`config.mk`:
```
export PLATFORM = sky130hd
export DESIGN_NAME = servo_position_controller
export DESIGN_NICKNAME = d
export VERILOG_FILES = /design/src/rtl/servo_position_controller.sv
export SDC_FILE = /design/constraint.sdc
export NUM_CORES = 1
export LEC_CHECK = 0
export BUFFER_PORTS_ARGS = -buffer_cell sky130_fd_sc_hd__buf_2
export CAP_MARGIN = 20
export CORE_MARGIN = 5
export CORE_UTILIZATION = 55
export CTS_CLUSTER_SIZE = 20
export DETAILED_ROUTE_END_ITERATION = 8
export PLACE_DENSITY = 0.78
export SLEW_MARGIN = 20
export SYNTH_ARGS = -nofsm -noshare
export SYNTH_HDL_FRONTEND = slang
export SYNTH_SLANG_ARGS = --single-unit
```
`constraint.sdc`:
```
create_clock -name clk -period 14.1 [get_ports clk]
set_clock_uncertainty 0.2 [all_clocks]
set_input_delay 2.82 -clock clk [delete_from_list [all_inputs] [get_ports clk]]
set_output_delay 2.82 -clock clk [all_outputs]
set_load 0.01 [all_outputs]
```
`src/rtl/servo_position_controller.sv`:
```
// Single-axis servo position controller: wrap-around error, bang-bang/proportional drive,
// encoder zeroing and settle detection. Optional duty slew limit: define SERVO_RAMP_EN.
module servo_position_controller #(
    parameter int ANGLE_W        = 12,
    parameter int COUNTS_PER_REV = 1006,
    parameter int DUTY_W         = 8,
    parameter int KP_SHIFT       = 0,
    parameter int DEADBAND       = 0,
    parameter int SETTLE_CYCLES  = 8,
    parameter int ZERO_CYCLES    = 4,
    parameter int RAMP_STEP      = 4
) (
    input  logic               clk,
    input  logic               n_reset,
    input  logic               cmd_valid,
    output logic               cmd_ready,
    input  logic [1:0]         cmd_op,
    input  logic [ANGLE_W-1:0] cmd_angle,
    input  logic [DUTY_W-1:0]  cmd_period,
    input  logic [1:0]         cmd_mode,
    input  logic               cmd_power,
    input  logic [ANGLE_W-1:0] current_angle,
    output logic [DUTY_W-1:0]  pwm_period,
    output logic [DUTY_W-1:0]  pwm_duty,
    output logic               pwm_power,
    output logic               pwm_brake,
    output logic               clockwise,
    output logic               atu_reset,
    output logic               atu_monitor,
    output logic               at_target,
    output logic               cmd_error,
    output logic               busy
);
    localparam int ERR_W  = ANGLE_W + 2;
    localparam int HALF   = COUNTS_PER_REV / 2;
    localparam int SCNT_W = $clog2(SETTLE_CYCLES + 1);
    localparam int ZCNT_W = (ZERO_CYCLES > 1) ? $clog2(ZERO_CYCLES) : 1;
    localparam logic signed [ERR_W-1:0] HALF_S = ERR_W'(HALF);
    localparam logic signed [ERR_W-1:0] CPR_S  = ERR_W'(COUNTS_PER_REV);
    localparam logic [DUTY_W-1:0] DUTY_MAX = '1;
    localparam logic [1:0] OP_SET = 2'b00, OP_ZERO = 2'b01, OP_RUN = 2'b10, OP_BRAKE = 2'b11;

    if (COUNTS_PER_REV > (1 << ANGLE_W) || SETTLE_CYCLES < 1 || ZERO_CYCLES < 1 || RAMP_STEP < 1)
    begin : g_param_check
        $error("servo_position_controller: invalid parameter set");
    end

    typedef enum logic [1:0] {IDLE, TRACK, HOLD, ZERO} state_t;

    state_t                    state, state_next;
    logic [ZCNT_W-1:0]         zcnt, zcnt_next;
    logic [SCNT_W-1:0]         scnt, scnt_next;
    logic [ANGLE_W-1:0]        target;
    logic [1:0]                mode;
    logic                      reject, set_load, zero_done;
    logic signed [ERR_W-1:0]   err_raw_p0, err_p0;
    logic [ERR_W-1:0]          err_abs_p0;
    logic                      fault_p0, in_band_p0, drive_p0;
    logic [DUTY_W-1:0]         law_p0, duty_next_p0;

    function automatic logic [DUTY_W-1:0] sat_duty(input logic [ERR_W-1:0] mag);
        logic [ERR_W+KP_SHIFT-1:0] scaled;
        scaled = (ERR_W+KP_SHIFT)'(mag) << KP_SHIFT;
        if (scaled > (ERR_W+KP_SHIFT)'(DUTY_MAX)) return DUTY_MAX;
        return scaled[DUTY_W-1:0];
    endfunction

`ifdef SERVO_RAMP_EN
    function automatic logic [DUTY_W-1:0] ramp_duty(input logic [DUTY_W-1:0] now,
                                                    input logic [DUTY_W-1:0] goal);
        logic [DUTY_W:0] step;
        step = (DUTY_W+1)'(RAMP_STEP);
        if (goal > now) begin
            if ({1'b0, goal} - {1'b0, now} > step) return now + step[DUTY_W-1:0];
            return goal;
        end
        if ({1'b0, now} - {1'b0, goal} > step) return now - step[DUTY_W-1:0];
        return goal;
    endfunction
`endif

    assign cmd_ready   = (state != ZERO);
    assign atu_monitor = 1'b1;

    // Commands are only looked at outside ZERO, so a held cmd_valid waits for ZERO to finish.
    always_comb begin
        state_next = state;
        zcnt_next  = zcnt;
        reject     = 1'b0;
        set_load   = 1'b0;
        zero_done  = 1'b0;
        if (state == ZERO) begin
            if (zcnt == ZCNT_W'(ZERO_CYCLES - 1)) begin
                state_next = HOLD;
                zero_done  = 1'b1;
            end else begin
                zcnt_next = zcnt + 1'b1;
            end
        end else if (cmd_valid) begin
            unique case (cmd_op)
                OP_SET: begin
                    if ({1'b0, cmd_angle} >= (ANGLE_W+1)'(COUNTS_PER_REV) || cmd_mode[1]) begin
                        reject = 1'b1;
                    end else begin
                        set_load   = 1'b1;
                        state_next = cmd_power ? TRACK : IDLE;
                    end
                end
                OP_ZERO: begin
                    state_next = ZERO;
                    zcnt_next  = '0;
                end
                OP_RUN: begin
                    if (pwm_power) state_next = TRACK;
                    else           reject     = 1'b1;
                end
                OP_BRAKE: state_next = HOLD;
            endcase
        end
    end

    always_ff @(posedge clk or negedge n_reset) begin
        if (!n_reset) begin
            state <= IDLE;
            zcnt  <= '0;
        end else begin
            state <= state_next;
            zcnt  <= zcnt_next;
        end
    end

    // Stage p0: shortest-path error and control law from the registered target.
    assign err_raw_p0 = $signed({2'b00, target}) - $signed({2'b00, current_angle});

    always_comb begin
        err_p0 = err_raw_p0;
        if (err_raw_p0 > HALF_S)       err_p0 = err_raw_p0 - CPR_S;
        else if (err_raw_p0 < -HALF_S) err_p0 = err_raw_p0 + CPR_S;
        err_abs_p0 = err_p0[ERR_W-1] ? $unsigned(-err_p0) : $unsigned(err_p0);
        fault_p0   = ({1'b0, current_angle} >= (ANGLE_W+1)'(COUNTS_PER_REV));
        in_band_p0 = (err_abs_p0 <= ERR_W'(DEADBAND));
        drive_p0   = (state == TRACK) && (state_next == TRACK) && !fault_p0;
        if (in_band_p0)         law_p0 = '0;
        else if (mode == 2'b00) law_p0 = DUTY_MAX;
        else                    law_p0 = sat_duty(err_abs_p0);
`ifdef SERVO_RAMP_EN
        duty_next_p0 = (drive_p0 && law_p0 != '0) ? ramp_duty(pwm_duty, law_p0) : '0;
`else
        duty_next_p0 = drive_p0 ? law_p0 : '0;
`endif
        if (drive_p0 && in_band_p0 && !set_load)
            scnt_next = (scnt == SCNT_W'(SETTLE_CYCLES)) ? scnt : scnt + 1'b1;
        else
            scnt_next = '0;
    end

    // Stage p1: registered outputs.
    always_ff @(posedge clk or negedge n_reset) begin
        if (!n_reset) begin
            target     <= '0;
            mode       <= 2'b00;
            pwm_period <= '0;
            pwm_power  <= 1'b0;
            pwm_duty   <= '0;
            pwm_brake  <= 1'b1;
            clockwise  <= 1'b0;
            atu_reset  <= 1'b1;
            at_target  <= 1'b0;
            cmd_error  <= 1'b0;
            busy       <= 1'b0;
            scnt       <= '0;
        end else begin
            if (set_load) begin
                target     <= cmd_angle;
                mode       <= cmd_mode;
                pwm_period <= cmd_period;
                pwm_power  <= cmd_power;
            end else if (zero_done) begin
                target <= '0;
            end
            if (state == TRACK && !fault_p0 && err_p0 != '0) clockwise <= !err_p0[ERR_W-1];
            pwm_duty  <= duty_next_p0;
            pwm_brake <= (state_next != TRACK) || fault_p0;
            atu_reset <= (state_next != ZERO);
            busy      <= (state_next == ZERO);
            cmd_error <= reject;
            scnt      <= scnt_next;
            at_target <= (scnt_next == SCNT_W'(SETTLE_CYCLES));
        end
    end
endmodule

```
==> results of run 1 <==
==> worst max-delay path, delay by kind of cell <==
kind	cells	cell delay, ps
multiplexers	1	120
XOR/XNOR	1	380
AND/OR/NAND/NOR	8	1880
AO/OA/AOI/OAI	5	1320
buffers and inverters	3	350
adder cells (fa/ha/maj)	4	1070
==> where the power goes <==
| group | switching [mW] | internal, mW |
|---|---|---|
| Combinational | 0.330 | 0.207 |
| Sequential | 0.0167 | 0.156 |
| Clock | 0.0456 | 0.0352 |
==> through the flow <==
step                hold slack (ps)   util  area (µm²)  cells  setup slack, ps
floorplan                       247      -        3890    446             6610
global placement                254  0.622        4250    590             6150
detailed placement              257  0.622        4250    590             5890
CTS                             280  0.635        4340    598             6150
global route                    302  0.635        4340    598             5500
finish                          275  0.635        4340    598             6060
==> kinds of logic after synthesis <==
family / Yosys count / synth area share
AO/OA/AOI/OAI: 149 / 0.307
adder cells (fa/ha/maj): 20 / 0.0663
buffers and inverters: 40 / 0.0447
multiplexers: 5 / 0.0135
XOR/XNOR: 16 / 0.0399
other: 1 / 0.000965
flip-flops: 45 / 0.290
AND/OR/NAND/NOR: 170 / 0.237
==> final cells by class <==
class,count,area (µm²)
Multi-Input combinational cell,361,2580
Fill cell,587,2490
Sequential cell,45,1130
Timing Repair Buffer,65,330
Tap cell,96,120
Inverter,23,86.3
Clock buffer,5,68.8
Clock inverter,3,21.3
==> per-layer routing <==
| layer | track usage | vias to the layer above |
|---|---|---|
| met5 | 0 | - |
| met4 | 0.0650 | 0 |
| met3 | 0.0361 | 22 |
| met2 | 0.365 | 140 |
| met1 | 0.283 | 1711 |
| li1 | - | 1793 |
==> sequential cells by signal (all words and copies together) (netlist names) <==
name	count
zcnt	2
cmd_error	1
clockwise	1
atu_reset	1
pwm_brake	1
pwm_period	8
target	12
pwm_power	1
pwm_duty	8
state	2
mode	2
scnt	4
at_target	1
busy	1
==> how the worst max path moves through the flow <==
stage / end / cells after the start / slack, ps
2_1_floorplan: pwm_duty[0] / 21 / 6610
3_3_place_gp: pwm_duty[0] / 22 / 6150
3_5_place_dp: pwm_duty[5] / 22 / 5890
4_1_cts: pwm_duty[3] / 22 / 6150
5_1_grt: pwm_duty[4] / 22 / 5500
6_report: pwm_duty[3] / 22 / 6060
==> cell usage in the layout, fill, tap and decap left out, types with 8 or more instances in the layout <==
cell type   n
a211oi_1   11
ha_1       19
nor3_1      9
a31oi_1     8
o22ai_1     8
buf_2      63
nor2_1     28
a21oi_1    21
nand3_1    11
o21ai_0    13
a22o_1     13
inv_1      23
dfrtp_1    43
xnor2_1    11
nand2_1    57
==> flow_metrics.env, run 1 <==
export IMPL_fmax_mhz=124
export IMPL_end_kind="register"
export IMPL_vias=3666
export IMPL_drt_met1_wl_um=4180
export IMPL_grt_use_total=0.216
export IMPL_area_growth_pct=11.7
export IMPL_total_power_mw=0.790
export IMPL_synthTopCellsByArea="dfrtp_1 28%, ha_1 6.1%, nand2_1 5.5%"
export IMPL_status="completed"
export IMPL_cp_data_arrival_time_ps=7970
export IMPL_antenna_found_initial=0
export IMPL_hold_path_endpoint="pwm_period[4]"
export IMPL_reg2reg_to="pwm_duty[3]"
export IMPL_place_congestion=0.983
export IMPL_worst_path_max_fanout=8
export IMPL_synth_most_common_cell="nand2_1"
export IMPL_maxCapViolCount=0
export IMPL_antenna_left=0
export IMPL_grt_setup_unrepaired="no"
export IMPL_viasPerCell=6.13
export IMPL_syn_area_mm2=0.00389
export IMPL_ctsHoldBuffers=0
export IMPL_power_leakage_nw=1.96
export IMPL_synth_seq_cells=45
export IMPL_fp_row_count=30
export IMPL_cts_buffers=5
export IMPL_worstReg2RegStart="target[0]"
export IMPL_h_tree_depth=2
export IMPL_die_area_mm2=0.00885
export IMPL_slew_headroom=0.202
export IMPL_slowest_stage="o41ai_2"
export IMPL_dominantRegCellSynth="dfrtp_1"
export IMPL_tightestPinTransition_ps=1190
export IMPL_post_cts_setup_buffers=0
export IMPL_gr_total_overflow=0
export IMPL_grt_pass1_vias=3427
export IMPL_wl_met2_um=4750
export IMPL_cp_common_cell="ha_1"
export IMPL_critPathMaxStageDelay_ps=600
export IMPL_synth_nets=506
export IMPL_clk_pin_slew_ps=90
export IMPL_cp_cell_sequence="buf_2, ha_1, fa_1, xnor2_1, inv_1, ha_1, nand2b_1, a21boi_0, mux2i_1, nor4b_2, nand3_2, nand4_1, a21o_1, and2_1, ha_1, inv_1, or4_1, a311oi_1, nor4b_1, nor3_1, o41ai_2, o22ai_1"
export IMPL_route_detailed_drc=0
export IMPL_async_flop_share=1.00
export IMPL_netlist_instances=446
export IMPL_finalHoldViolCount=0
export IMPL_wl_met3_um=518
export IMPL_required_ps=14030
export IMPL_nets=561
export IMPL_cts_resized=0
export IMPL_initial_core_util=0.569
export IMPL_highest_layer="met4"
export IMPL_port_buffers=63
export IMPL_min_period_over_period=0.570
export IMPL_hpwl_um=7680
export IMPL_worstHoldPathType="reg -> reg"
export IMPL_ios=65
export IMPL_hp_start="pwm_period[4]"
export IMPL_path_class="in -> reg"
export IMPL_regToRegSetupSlack_ps=8230
export IMPL_wl_per_cell_um=16.1
export IMPL_cts_tree="yes"
export IMPL_peakVddDrop_mv=0.0916
export IMPL_tns_ps=0
export IMPL_yosysWarnings=0
export IMPL_routed_wl_um=9660
export IMPL_pwr_density_cell_mw_per_mm2=182
export IMPL_antenna_cells=0
export IMPL_ff2ff_path_depth=22
export IMPL_die_w_um=94.1
export IMPL_drive_above_1_share=0.237
export IMPL_finalSetupViolCount=0
export IMPL_die_height_um=94.1
export IMPL_first_pass_iters=7
export IMPL_cts_buffer_depth=2
export IMPL_final_max_slew_violation_count=0
export IMPL_setup_worst_path_start="current_angle[0]"
export IMPL_first_iter_violations=327
export IMPL_clock_sinks=45
export IMPL_synth_top_area_frac=0.277
export IMPL_hold_depth=2
export IMPL_syn_avg_cell_area_um2=8.72
export IMPL_synth_cell_type_count=100
export IMPL_period_needed_ps=8040
export IMPL_yosys_area_top_type="dfrtp_1"
export IMPL_startpoint_type="input port"
export IMPL_cts_root_buf="clkbuf_8"
export IMPL_grt_start_max_net_pins=46
export IMPL_synth_edff_count=0
export IMPL_grt_pass1_wl_um=15600
export IMPL_seq_area_frac_synth=0.290
export IMPL_core_area_mm2=0.00683
export IMPL_synth_commonest_cells="57 x nand2_1, 43 x dfrtp_1, 28 x nor2_1"
export IMPL_clk_latency_ps=300
Power figures use the tool's default switching activity.
==> run 2, diff against run 1 <==
ABC_AREA = 1   (was default)
clock period = 7.4 ns   (was 14.1 ns; I/O delays follow)
==> run 2 against run 1 <==
Against the previous run: sequential cell count unchanged; worst hold slack improved by 2.5 ps; power increased by 38%; critical path depth increased by 8; combinational power increased by 16%; clock-buffer cell count unchanged; wire length increased by 3.6%; sequential share of layout area decreased by 1.0 points; critical path type unchanged; largest power group unchanged.
==> flow_metrics.env, run 2 <==
export IMPL_largest_register="target"
export IMPL_tightestPinTransition_ps=905
export IMPL_dominantRegCellSynth="dfrtp_1"
export IMPL_synth_most_common_cell="nand2_1"
export IMPL_h_tree_depth=2
export IMPL_netlist_instances=622
export IMPL_pwr_density_cell_mw_per_mm2=241
export IMPL_seq_area_frac_synth=0.282
export IMPL_yosys_area_top_type="dfrtp_1"
export IMPL_ctsHoldBuffers=0
export IMPL_cp_data_arrival_time_ps=5340
export IMPL_top_regs="target: 12 flops, pwm_duty: 8 flops, pwm_period: 8 flops"
export IMPL_cts_tree="yes"
export IMPL_period_needed_ps=5340
export IMPL_tns_ps=0
export IMPL_crit_path_end="pwm_duty[1]"
export IMPL_fp_row_count=31
export IMPL_grt_setup_unrepaired="no"
export IMPL_power_leakage_nw=2.65
export IMPL_critPathMaxStageDelay_ps=680
export IMPL_post_cts_setup_buffers=0
export IMPL_regToRegSetupSlack_ps=2980
export IMPL_synthTopCellsByArea="dfrtp_1 27%, nand2_1 19%, inv_1 8.3%"
export IMPL_synth_commonest_cells="207 x nand2_1, 89 x inv_1, 57 x nor2_1"
export IMPL_initial_core_util=0.558
export IMPL_post_place_ws_ps=1810
export IMPL_synth_edff_count=0
export IMPL_fillers=659
export IMPL_fin_area_mm2=0.00452
export IMPL_final_core_util=0.630
export IMPL_largest_reg_flops=12
export IMPL_antenna_cells=0
export IMPL_wl_per_cell_um=12.7
export IMPL_fmax_mhz=187
export IMPL_ff2ff_path_depth=28
export IMPL_finalHoldViolCount=0
export IMPL_gr_total_overflow=0
export IMPL_hold_depth=2
export IMPL_reg2reg_to="pwm_duty[1]"
export IMPL_clk_pin_slew_ps=90
export IMPL_finalSetupViolCount=0
export IMPL_final_max_slew_violation_count=0
export IMPL_viasPerCell=5.19
export IMPL_clk_latency_ps=300
export IMPL_cts_root_buf="clkbuf_8"
export IMPL_antenna_left=0
export IMPL_yosysWarnings=0
export IMPL_final_common_cell="nand2_1"
export IMPL_async_flop_share=1.00
export IMPL_place_congestion=0.993
export IMPL_route_detailed_drc=0
export IMPL_synth_cell_type_count=39
export IMPL_antenna_found_initial=0
export IMPL_clock_sinks=45
export IMPL_cts_buffers=5
export IMPL_end_kind="register"
export IMPL_slowest_stage="nor2_1"
export IMPL_syn_avg_cell_area_um2=6.44
export IMPL_required_ps=7400
export IMPL_die_w_um=95.3
export IMPL_nets=747
export IMPL_first_pass_iters=5
export IMPL_first_iter_violations=196
export IMPL_cp_common_cell="nand2_1"
export IMPL_ios=65
export IMPL_synth_top_area_frac=0.269
export IMPL_syn_area_mm2=0.00401
export IMPL_grt_use_total=0.234
export IMPL_min_period_over_period=0.722
export IMPL_path_class="in -> reg"
export IMPL_place_area_mm2=0.00442
export IMPL_worstReg2RegStart="target[6]"
export IMPL_grt_pass1_wl_um=17100
export IMPL_grt_pass1_vias=3934
export IMPL_hp_start="pwm_period[2]"
export IMPL_worst_path_max_fanout=11
export IMPL_setup_slack_ps=2060
export IMPL_worstHoldPathType="reg -> reg"
export IMPL_cts_buffer_depth=2
export IMPL_peakVddDrop_mv=0.140
export IMPL_synth_seq_cells=45
export IMPL_maxCapViolCount=0
export IMPL_die_height_um=95.3
export IMPL_slew_headroom=0.395
export IMPL_grt_start_max_net_pins=46
export IMPL_synth_nets=682
export IMPL_area_growth_pct=12.8
export IMPL_hpwl_um=8260
export IMPL_status="completed"
export IMPL_die_area_mm2=0.00909
export IMPL_drive_above_1_share=0.208
export IMPL_startpoint_type="input port"
export IMPL_cts_resized=0
export IMPL_routed_wl_um=10000
export IMPL_setup_worst_path_start="current_angle[6]"
export IMPL_vias=4085
export IMPL_core_area_mm2=0.00718
export IMPL_mostFrequentLayoutCells="207 x nand2_1, 89 x inv_1, 62 x buf_2"
export IMPL_whs_ps=278
export IMPL_port_buffers=63
==> run 2: cell count changes after synthesis, sizes merged, moves of 7 or more <==
cell	previous run	this run
a31oi	9	1
o22ai	11	1
a21oi	23	16
xnor2	12	2
inv	23	100
a211oi	12	0
nand2	57	234
clkbuf	10	3
and2	8	0
nand3	12	66
nor2	29	71
a22o	13	1
==> run 2: worst min path at each step <==
stage	to	slack, ps
global placement	mode[1]	240
floorplan	mode[1]	230
detailed placement	pwm_period[2]	250
CTS	pwm_period[2]	280
finish	pwm_period[2]	280
global route	mode[1]	310
==> run 2: area by class of cell <==
class | count | area (µm²) | area share
multi-input cells | 471 | 2470 | 0.546
flip-flops and latches | 45 | 1130 | 0.250
inverters | 100 | 378 | 0.0836
repair buffers | 64 | 325 | 0.0720
well taps | 99 | 124 | 0.0274
clock buffers | 5 | 68.8 | 0.0152
clock inverters | 3 | 25.0 | 0.00554
==> run 2: cell families after synthesis <==
| group | Yosys count | synth area share |
|---|---|---|
| AO/OA/AOI/OAI | 44 | 0.0631 |
| XOR/XNOR | 10 | 0.0237 |
| adder cells (fa/ha/maj) | 20 | 0.0643 |
| buffers and inverters | 106 | 0.102 |
| flip-flops | 45 | 0.282 |
| other | 1 | 0.000936 |
| AND/OR/NAND/NOR | 396 | 0.464 |
==> run 2: metrics by stage <==
step / std cells / power [mW]
after global placement: 779 / 0.922
after CTS: 787 / 1.09
final: 787 / 1.09
after detailed placement: 779 / 0.931
after floorplan: 622 / 0.778
after global routing: 787 / 1.19
==> run 2: report_power, final <==
| part | switching, mW | internal [mW] | leakage (nW) |
|---|---|---|---|
| Combinational | 0.414 | 0.207 | 2.00 |
| Sequential | 0.0227 | 0.288 | 0.597 |
| Clock | 0.0890 | 0.0682 | 0.0447 |
==> run 2: metal layers <==
| layer | global-route usage | routed length [µm] |
|---|---|---|
| met3 | 0.0387 | 607 |
| met1 | 0.306 | 4410 |
| met2 | 0.402 | 4810 |
| met5 | 0 | 0 |
| met4 | 0.0613 | 172 |
==> run 2: critical path, delay by kind of cell <==
kind	cells	cell delay (ps)
adders and majority gates	2	570
and+or+nand+nor	24	3040
buffers and inverters	4	250
